==> src/rtl/ex_mem_muldiv.sv <==
// EX/MEM pipeline register with an iterative 32-cycle multiply/divide unit and HI/LO registers.
// Interlocks upstream only when a HI/LO or mult/div instruction arrives while the unit is busy.
module ex_mem_muldiv #(
  parameter int unsigned len_data    = 32,
  parameter int unsigned num_bits    = 5,
  parameter int unsigned len_mem_bus = 9,
  parameter int unsigned len_wb_bus  = 2
) (
  input  logic                   clk,
  input  logic                   reset,
  input  logic [len_data-1:0]    in_alu_result,
  input  logic                   in_zero_flag,
  input  logic [len_data-1:0]    in_write_data,
  input  logic [len_data-1:0]    in_rs_data,
  input  logic [len_data-1:0]    in_rt_data,
  input  logic [2:0]             in_md_op,
  input  logic [len_mem_bus-1:0] in_memory_bus,
  input  logic [len_wb_bus-1:0]  in_writeBack_bus,
  input  logic [num_bits-1:0]    in_write_reg,
  input  logic [len_data-1:0]    in_pc_branch,
  input  logic                   in_halt_flag,
  output logic [len_data-1:0]    out_addr_mem,
  output logic [len_data-1:0]    out_write_data,
  output logic [len_data-1:0]    out_pc_branch,
  output logic [len_mem_bus-1:0] out_memory_bus,
  output logic [len_wb_bus-1:0]  out_writeBack_bus,
  output logic [num_bits-1:0]    out_write_reg,
  output logic                   out_zero_flag,
  output logic                   out_halt_flag_m,
  output logic                   out_stall,
  output logic [len_data-1:0]    out_hi,
  output logic [len_data-1:0]    out_lo
);

  localparam int unsigned W    = len_data;
  localparam int unsigned CntW = $clog2(len_data);
  localparam logic [CntW-1:0] CntLast = CntW'(len_data - 1);

  localparam logic [2:0] OpMult  = 3'b001;
  localparam logic [2:0] OpMultu = 3'b010;
  localparam logic [2:0] OpDiv   = 3'b011;
  localparam logic [2:0] OpDivu  = 3'b100;
  localparam logic [2:0] OpMfhi  = 3'b101;
  localparam logic [2:0] OpMflo  = 3'b110;

  typedef enum logic [1:0] {StIdle, StRun, StFix} state_e;

  state_e          state_q, state_d;
  logic [CntW-1:0] cnt_q, cnt_d;
  logic [2*W-1:0]  acc_q, acc_d;
  logic [W-1:0]    opb_q, opb_d;
  logic            is_div_q, is_div_d;
  logic            neg_res_q, neg_res_d;
  logic            neg_rem_q, neg_rem_d;
  logic            div0_q, div0_d;
  logic [W-1:0]    rs_raw_q, rs_raw_d;
  logic [W-1:0]    hi_q, hi_d;
  logic [W-1:0]    lo_q, lo_d;

  logic            busy, start_op, md_use, start, signed_op, div_op;
  logic            rs_neg, rt_neg;
  logic [W-1:0]    mag_rs, mag_rt;
  logic [W:0]      mul_sum, rem_sh, rem_diff;
  logic [2*W-1:0]  prod_fix;
  logic [W-1:0]    quo_fix, rem_fix;

  assign busy      = (state_q != StIdle);
  assign start_op  = in_md_op inside {OpMult, OpMultu, OpDiv, OpDivu};
  assign md_use    = start_op || (in_md_op == OpMfhi) || (in_md_op == OpMflo);
  assign out_stall = busy && md_use;
  assign start     = !busy && start_op;

  assign signed_op = (in_md_op == OpMult) || (in_md_op == OpDiv);
  assign div_op    = (in_md_op == OpDiv) || (in_md_op == OpDivu);
  assign rs_neg    = signed_op && in_rs_data[W-1];
  assign rt_neg    = signed_op && in_rt_data[W-1];
  assign mag_rs    = rs_neg ? -in_rs_data : in_rs_data;
  assign mag_rt    = rt_neg ? -in_rt_data : in_rt_data;

  // Multiply: upper half accumulates, lower half holds the multiplier shifting out LSB first.
  assign mul_sum  = {1'b0, acc_q[2*W-1:W]} + (acc_q[0] ? {1'b0, opb_q} : '0);
  // Divide: upper half is the partial remainder, lower half the dividend turning into quotient.
  assign rem_sh   = acc_q[2*W-1:W-1];
  assign rem_diff = rem_sh - {1'b0, opb_q};

  assign prod_fix = neg_res_q ? -acc_q : acc_q;
  assign quo_fix  = neg_res_q ? -acc_q[W-1:0] : acc_q[W-1:0];
  assign rem_fix  = neg_rem_q ? -acc_q[2*W-1:W] : acc_q[2*W-1:W];

  always_comb begin
    state_d   = state_q;
    cnt_d     = cnt_q;
    acc_d     = acc_q;
    opb_d     = opb_q;
    is_div_d  = is_div_q;
    neg_res_d = neg_res_q;
    neg_rem_d = neg_rem_q;
    div0_d    = div0_q;
    rs_raw_d  = rs_raw_q;
    hi_d      = hi_q;
    lo_d      = lo_q;
    unique case (state_q)
      StIdle: begin
        if (start) begin
          is_div_d  = div_op;
          acc_d     = {{W{1'b0}}, (div_op ? mag_rs : mag_rt)};
          opb_d     = div_op ? mag_rt : mag_rs;
          neg_res_d = rs_neg ^ rt_neg;
          neg_rem_d = rs_neg;
          div0_d    = div_op && (in_rt_data == '0);
          rs_raw_d  = in_rs_data;
          cnt_d     = '0;
          state_d   = StRun;
        end
      end
      StRun: begin
        if (is_div_q) begin
          if (rem_sh >= {1'b0, opb_q}) acc_d = {rem_diff[W-1:0], acc_q[W-2:0], 1'b1};
          else                         acc_d = {rem_sh[W-1:0], acc_q[W-2:0], 1'b0};
        end else begin
          acc_d = {mul_sum, acc_q[W-1:1]};
        end
        cnt_d = cnt_q + 1'b1;
        if (cnt_q == CntLast) state_d = StFix;
      end
      StFix: begin
        if (!is_div_q) begin
          hi_d = prod_fix[2*W-1:W];
          lo_d = prod_fix[W-1:0];
        end else if (div0_q) begin
          hi_d = rs_raw_q;
          lo_d = '1;
        end else begin
          hi_d = rem_fix;
          lo_d = quo_fix;
        end
        state_d = StIdle;
      end
      default: state_d = StIdle;
    endcase
  end

  always_ff @(posedge clk or negedge reset) begin
    if (!reset) begin
      state_q   <= StIdle;
      cnt_q     <= '0;
      acc_q     <= '0;
      opb_q     <= '0;
      is_div_q  <= 1'b0;
      neg_res_q <= 1'b0;
      neg_rem_q <= 1'b0;
      div0_q    <= 1'b0;
      rs_raw_q  <= '0;
      hi_q      <= '0;
      lo_q      <= '0;
    end else begin
      state_q   <= state_d;
      cnt_q     <= cnt_d;
      acc_q     <= acc_d;
      opb_q     <= opb_d;
      is_div_q  <= is_div_d;
      neg_res_q <= neg_res_d;
      neg_rem_q <= neg_rem_d;
      div0_q    <= div0_d;
      rs_raw_q  <= rs_raw_d;
      hi_q      <= hi_d;
      lo_q      <= lo_d;
    end
  end

  // Stall edges insert a bubble; datapath copies simply hold.
  always_ff @(posedge clk or negedge reset) begin
    if (!reset) begin
      out_addr_mem      <= '0;
      out_write_data    <= '0;
      out_pc_branch     <= '0;
      out_memory_bus    <= '0;
      out_writeBack_bus <= '0;
      out_write_reg     <= '0;
      out_zero_flag     <= 1'b0;
      out_halt_flag_m   <= 1'b0;
    end else if (out_stall) begin
      out_memory_bus    <= '0;
      out_writeBack_bus <= '0;
      out_write_reg     <= '0;
      out_halt_flag_m   <= 1'b0;
    end else begin
      out_addr_mem      <= (in_md_op == OpMfhi) ? hi_q :
                           (in_md_op == OpMflo) ? lo_q : in_alu_result;
      out_write_data    <= in_write_data;
      out_pc_branch     <= in_pc_branch;
      out_memory_bus    <= in_memory_bus;
      out_writeBack_bus <= in_writeBack_bus;
      out_write_reg     <= in_write_reg;
      out_zero_flag     <= in_zero_flag;
      out_halt_flag_m   <= in_halt_flag;
    end
  end

  assign out_hi = hi_q;
  assign out_lo = lo_q;

endmodule

==> config.mk <==
export PLATFORM = sky130hd
export DESIGN_NAME = ex_mem_muldiv
export DESIGN_NICKNAME = d
export VERILOG_FILES = /design/src/rtl/ex_mem_muldiv.sv
export SDC_FILE = /design/constraint.sdc
export NUM_CORES = 1
export LEC_CHECK = 0
export CAP_MARGIN = 10
export CORE_ASPECT_RATIO = 0.6
export CORE_MARGIN = 2
export CORE_UTILIZATION = 30
export CTS_CLUSTER_SIZE = 25
export DETAILED_ROUTE_END_ITERATION = 10
export PLACE_DENSITY_LB_ADDON = 0.2
export SETUP_SLACK_MARGIN = 0.02
export SKIP_CTS_REPAIR_TIMING = 1
export SLEW_MARGIN = 15
export SYNTH_ARGS = -nofsm -noshare
export SYNTH_HDL_FRONTEND = slang
export SYNTH_SLANG_ARGS = --single-unit
==> constraint.sdc <==
create_clock -name clk -period 7.69 [get_ports clk]
set_input_delay 1.538 -clock clk [delete_from_list [all_inputs] [get_ports clk]]
set_output_delay 1.538 -clock clk [all_outputs]
set_load 0.01 [all_outputs]
After elaboration in Yosys (flattened, before gate mapping) --
Index checks and enable logic that the tools add are counted.
Storage, ports and cells: word-level logic and storage cells 85, memories kept 0, bits in read-only memories 0, bits of input ports 183, bits in registers 317, RAM bits 0, output and inout bits 179, latch bits 0
Cells by class: muxes and demuxes 27, div/mod/pow operators 0, multipliers 0, shift-type cells 0, bitwise logic cells 1, reductions and logical operators 18, order comparisons 1, add/subtract/negate cells 8, equal/unequal tests 11
Operator list (count):
- 2-to-1 mux 32 bit | 13
- 2-to-1 mux 64 bit | 4
- negator 32 bit | 4
- case mux 64 bit (2 select lines) | 1
- negator 64 bit | 1
- adder 32 x 32 -> 33 bit | 1
- >= comparator 33 x 32 -> 1 bit | 1
- zero test 32 bit | 1
- subtractor 32 bit | 1
- 2-to-1 mux 5 bit | 2
- case mux 5 bit (2 select lines) | 1
- == test 3 bit, second input constant | 3
- 2-to-1 mux 9 bit | 1
- == test 3 x 2 -> 1 bit, second input constant | 2
- 2-to-1 mux 2 bit | 3
- AND reduction 2 bit | 3
- adder 5 x 1 -> 5 bit, second input constant | 1
- == test 5 bit, second input constant | 1
- logical AND 1 bit | 5
- logical OR 1 bit | 4
- inequality test 2 bit, second input constant | 2
- case mux 2 bit (2 select lines) | 1
- nonzero test 2 bit | 2
- nonzero test 4 bit | 1
- other kinds (7) | 7

Longest topological paths before layout --
Gate-level depths: netlist of the first run.
depth in word-level cells 7, gate-level depth with buffers 15, depth with buffers taken out 13

Least setup slack after synthesis of the first run --
OpenSTA, ideal clock, no wires.
kind input to output, start point input port in_md_op[1], end point output port out_stall, stages on the path 6, arrival time 3.046 ns, path slack 3.106 ns, required time 6.152 ns, buffers on the path 4, cells stage by stage clkbuf_1 > nor3_1 > nor3_1 > clkbuf_1 > buf_1 > clkbuf_1
Between the ends: cells in the longest elaborated chain, start to end 5, elaborated cells on any way between the ends 10, classes of those cells 6 x eq/ne; 4 x reduce/logical
Ends and longest elaborated chain:
- start: declaration | RTL line 16 | input logic [2:0] in_md_op,
- == test 3 x 1 -> 1 bit (tied with other cells) | RTL line 68 | assign start_op = in_md_op inside {OpMult, OpMultu, OpDiv, OpDivu};
- nonzero test 4 bit | RTL line 68
- logical OR 1 bit | RTL line 69 | assign md_use = start_op || (in_md_op == OpMfhi) || (in_md_op == OpMflo);
- logical OR 1 bit * | RTL line 69
- logical AND 1 bit * | RTL line 70 | assign out_stall = busy && md_use;
- end: declaration | RTL line 30 | output logic out_stall,
Every way passes the cells marked *; elsewhere a longest branch is shown, timed or not.

Final worst setup path of the first run --
Ends and elaborated chain as after synthesis.

==> flow_summary.toml, run 1 <==
[finish]
drive_above_1_share_pct = 7.46
antenna_cells = 0
flow.area_growth_from_synthesis_pct = 26.1
fin_nets = 3033
fin_cells = 3725
regMostFlops = "acc_q"
final_area_um2 = 27000
largest_register_ffs = 64

[critical_path]
path_common_cell = "clkdlybuf4s50_1"
cp-end-kind = "output port"
crit_family = "buffers and inverters"
reg2reg_depth = 14
path_depth = 4
crit_end = "out_stall"
r2r-end = "acc_q[61]"
rrSetupSlack_ns = 3.18
cp_slowest_stage_delay_ns = 0.83
startpoint = "in_md_op[1]"
required_ns = 6.15
cp_slowest_cell = "nor3_2"
crit-reg2reg-launch = "acc_q[0]"
worst_ep_arrival_time_ns = 3.94
crit_chain = "clkdlybuf4s50_1 > nor3_1 > nor3_2 > clkdlybuf4s50_1"
worstSetupStartpointType = "input pin"
worstPathMaxFanout = 8
cp.buffers_inverters = 2
critPathKind = "in2out"

[power]
leakagePower_nw = 11.1
ir_drop_uv = 298
p_per_area_nw_per_um2 = 453

[drt]
post_drt_via_cell_ratio = 5.47
detail_route.iter0.violations = 2067
wl_per_cell_um = 23.9
drc = 0
dr.pass1.iters = 6
via_count = 20377
drtAntennaViolNets = 0
routed_wl_um = 89200

[clock_network]
clock-root-buffer = "clkbuf_16"
cts_tree = "done"
numCtsBuffers = 34
clkLatencyLatePin_ns = 0.55
path_clk_slew_ns = 0.06
htreeDepth = 2
clock-sinks = 317
cts.path.max_buffers = 3

[sta]
worst_pin_slew_ns = 1.02
fin_hold_ws_ns = 0.481
rsz0062_at_grt = "false"
hold_violations = 0
setup_viol = 0
skew_ns = 0.0124
finalSetupTns_ns = 0
drv_slew = 0
fmax_mhz = 183
post-route-period-util_pct = 71.2
slew_headroom_pct = 31.4
setup_slack_ns = 2.22
fin_crit_ns = 5.47

[logic_synthesis]
yosysSeqAreaShare_pct = 37.0
syn_nets = 2788
synth_most_common_cell = "dfrtp_1"
yosys.area_share.simple_pct = 17.2
synth_area_per_cell_um2 = 8.46
synthMuxAreaShare_pct = 8.18
ys_types = 80
synth_compound_area_share_pct = 21.0
yosys-top-cells-area = "dfrtp_1 (37%), nand2_1 (5.4%), a21oi_1 (5.2%)"
synthAdderAreaFrac_pct = 4.28
synth_common_cells = "dfrtp_1 (317), nand2_1 (306), nor2_1 (235)"
synth_xor_xnor_area_share_pct = 7.81
netlist_area_um2 = 21400
yosys.area.top_type_share_pct = 37.0
yosysTopAreaCell = "dfrtp_1"
synth_top_family_by_area = "compound AO/OA/AOI/OAI gates"
synth-warning-count = 0
synth-main-ff-cell = "dfrtp_1"
synthCells = 2533
synth_seq_cells = 317
synth_edf_count = 0
async_reset_ff_share_pct = 100

[place]
port_buffers = 361
post_dp_cell_area_um2 = 25800
gp_congestion = 0.957
place_inst = 3666
place_ws_ns = 2.13
detailed_place_hpwl_um = 69600

[run]
cap_violations = 0

[floorplanning]
num_rows = 75
ios = 362
coreArea_um2 = 70300
die_area_um2 = 73600
start_util_pct = 30.5
fp.dieW_um = 349
dieHeight_um = 211

[grt]
track_usage_pct = 23.6
grt_pass1_wl_um = 130000
grt_max_degree = 147
grt_pass1_vias = 19158
grt-ovfl-total = 0
antenna_found_initial = 0

[worst_hold_path]
min_path_type = "reg2reg"

[run_status]
status = "finished clean"
worst min-delay path: stages (launching register included):
cell and delay [ns]:
dfrtp_1 0.34, nand2_1 0.05, o21ai_0 0.06
area by class of cell:
class                           count  area (um^2)
Clock buffer                       44          980
Clock inverter                     15          233
Fill cell                        7062        43300
Inverter                           69          259
Multi-Input combinational cell   1966        12600
Sequential cell                   317         7940
Tap cell                          924         1160
Timing Repair Buffer              390         3860
per-stage QoR:
| step | utilization, % | power, mW |
|---|---|---|
| global route | 38.4 | 13.1 |
| floorplan | - | 7.50 |
| global placement | 36.7 | 10.2 |
| detailed placement | 36.7 | 10.2 |
| finish | 38.4 | 12.2 |
| CTS | 38.4 | 12.1 |
report_power, final:
part | switching, mW | internal (mW)
Sequential | 0.972 | 2.35
Clock | 0.770 | 1.07
Combinational | 4.10 | 2.97
Total | 5.84 | 6.39
worst min path at each step:
stage                                start          endpoint  slack (ns)  cells after the start
after floorplan               rs_raw_q[30]      rs_raw_q[30]        0.44                      2
after global placement    out_addr_mem[13]  out_addr_mem[13]        0.46                      2
after detailed placement      rs_raw_q[25]      rs_raw_q[25]        0.47                      2
after CTS                     rs_raw_q[25]      rs_raw_q[25]        0.49                      2
after global routing              opb_q[3]          opb_q[3]        0.49                      2
final                            opb_q[16]         opb_q[16]        0.48                      2
cells by family after synthesis:
| group | Yosys count |
|---|---|
| adder cells (fa/ha/maj) | 72 |
| XOR/XNOR | 191 |
| flip-flops | 317 |
| AND/OR/NAND/NOR | 800 |
| AO/OA/AOI/OAI | 737 |
| multiplexers | 166 |
| buffers and inverters | 250 |
placed cells by master (no fill, tap or decap), types with 11 or more instances in the layout:
master / instances
or3_1: 26
nor4_1: 15
nand2_1: 306
nand3_1: 44
o211ai_1: 19
or4_1: 11
nor2_1: 233
nor3_1: 39
a31oi_1: 17
mux2i_1: 94
xor2_1: 99
nand4_1: 15
mux2_2: 72
o31ai_1: 30
o21bai_1: 13
nand2b_1: 18
a211oi_1: 60
ha_1: 70
a21oi_1: 223
o21ai_1: 18
o21ai_0: 219
clkbuf_16: 35
xnor2_1: 92
buf_4: 27
clkdlybuf4s50_1: 360
a21o_1: 39
inv_1: 69
dfrtp_1: 314
nor2b_1: 27
layer usage:
metal | up-vias | track usage [%] | wire length, um
li1 | 9460 | - | -
met4 | 0 | 3.85 | 1340
met3 | 70 | 6.46 | 8450
met5 | - | 0 | 0
met2 | 734 | 32.6 | 36200
met1 | 10113 | 36.6 | 43200
No activity file was read; power rests on OpenSTA's default activity.
==> run 2, diff against run 1 <==
Clock period 7.69 ns to 4.63 ns, I/O delays scaled along.
==> run 2 against run 1 <==
First-iteration DRC count fell by 5.1%. Global-route usage grew 1.2 points. Cell count up 1.3%. Routed wire length grew 5.5%. Design area is 1.2% higher. Worst setup slack worse by 1.5 ns. Critical path type is now reg2reg.
==> flow_summary.toml, run 2 (synthesis results as in run 1) <==
[run_status]
status = "finished clean"

[power]
p_per_area_nw_per_um2 = 766
total_power_mw = 20.9
leakagePower_nw = 11.2
ir_drop_uv = 284

[place]
place_inst = 3707
gp_congestion = 0.951
port_buffers = 361
detailed_place_hpwl_um = 74200
place_ws_ns = 0.687

[grt]
grt_max_degree = 134
grt_pass1_vias = 19447
antenna_found_initial = 2
grt_pass1_wl_um = 135000
track_usage_pct = 24.8
grt-ovfl-total = 0

[drt]
top_layer = "met4"
detail_route.iter0.violations = 1962
post_drt_via_cell_ratio = 5.42
wl_met1_um = 45700
wl_per_cell_um = 24.9
route.met3.wl_um = 9750
met2_length_um = 37300
via_count = 20433
routed_wl_um = 94100
drtAntennaViolNets = 0
dr.pass1.iters = 6
drc = 0

[critical_path]
cp_slowest_stage_delay_ns = 0.45
crit-reg2reg-launch = "acc_q[0]"
startpoint = "acc_q[0]"
crit_chain = "inv_1 > nor2_1 > ha_1 > nand3_1 > nor4_1 > nor2_1 > o21ai_0 > a2111oi_1 > buf_4 > nor4_1 > nor3_1 > xnor2_1 > a22o_1"
cp_slowest_cell = "inv_1"
critPathKind = "reg2reg"
worst_ep_arrival_time_ns = 4.37
worstPathMaxFanout = 11
cp-end-kind = "flip-flop"
required_ns = 5.07
worstSetupStartpointType = "flip-flop"

[floorplanning]
die_area_um2 = 73600
num_rows = 75
fp.dieW_um = 349
ios = 362
coreArea_um2 = 70300
start_util_pct = 30.5
dieHeight_um = 211

[finish]
layout_common_cells = "clkdlybuf4s50_1 (360), dfrtp_1 (314), nand2_1 (306), nor2_1 (233), a21oi_1 (223)"
drive_above_1_share_pct = 8.61
fin_nets = 3076
regMostFlops = "acc_q"
largest_register_ffs = 64
flow.area_growth_from_synthesis_pct = 27.7
fin_cells = 3773
layout_commonest_cell = "clkdlybuf4s50_1"

[sta]
finalSetupTns_ns = 0
setup_viol = 0
rsz0062_at_grt = "false"
setup_slack_ns = 0.708
hold_violations = 0
drv_slew = 0
slew_headroom_pct = 23.9
skew_ns = 0.0213
fin_hold_ws_ns = 0.425
fmax_mhz = 255
worst_pin_slew_ns = 1.14
post-route-period-util_pct = 84.7
fin_crit_ns = 3.92

[worst_hold_path]
min_path_type = "in2async"

[clock_network]
numCtsBuffers = 36
clock-sinks = 317
cts.path.max_buffers = 3
clkLatencyLatePin_ns = 0.56
path_clk_slew_ns = 0.07
cts_tree = "done"
clock-root-buffer = "clkbuf_16"
htreeDepth = 2

[run]
cap_violations = 0
run 2: cell count changes in the layout (fill, tap and decap cells not counted), moves of 2 or more:
cell,change
buf_4,+35
clkbuf_1,+9
buf_12,+6
diode_2,+3
bufinv_16,-2
clkbuf_8,-2
run 2: report_power, final:
part	switching (mW)	total (mW)	internal [mW]	leakage, nW
Sequential	1.49	5.40	3.91	3.85
Combinational	7.41	12.6	5.16	6.84
Clock	1.28	2.97	1.69	0.559
run 2: stage by stage:
stage          util, %  instance area (um^2)
2_1_floorplan        -                 21400
3_3_place_gp      37.2                 26200
3_5_place_dp      37.2                 26200
4_1_cts           38.9                 27300
5_1_grt           38.9                 27300
6_report          38.9                 27300
run 2: routing by layer:
metal / GRT usage, % / vias up
met5: 0 / -
met3: 8.45 / 78
met1: 38.1 / 10013
met2: 33.3 / 805
met4: 3.92 / 0
li1: - / 9537
run 2: cell type report:
type	instances	area, um^2
diodes	3	7.51
fillers	7101	42900
well taps	924	1160
clock buffers	52	1010
repair buffers	431	4240
inverters	69	259
flip-flops and latches	317	7940
clock inverters	11	153
multi-input cells	1966	12600
run 2: path summary, 6_finish.rpt:
| path | slack, ns | to | depth (start not counted) |
|---|---|---|---|
| max | 0.71 | acc_q[62] | 13 |
| min | 0.42 | out_write_data[7] | 1 |
| max reg2reg | 0.71 | acc_q[62] | 13 |
| min reg2reg | 0.48 | out_addr_mem[31] | 2 |
| max in group asynchronous | 3.11 | acc_q[53] | 2 |
| min in group clk | 0.48 | out_addr_mem[31] | 2 |
run 2: worst max-delay path: cells and delay by family, from the launching register on:
| family | cells | cell delay, ns |
|---|---|---|
| XOR/XNOR | 1 | 0.15 |
| buffers and inverters | 2 | 0.62 |
| flip-flops | 1 | 0.42 |
| adder cells (fa/ha/maj) | 1 | 0.43 |
| AO/OA/AOI/OAI | 3 | 0.84 |
| AND/OR/NAND/NOR | 6 | 1.35 |
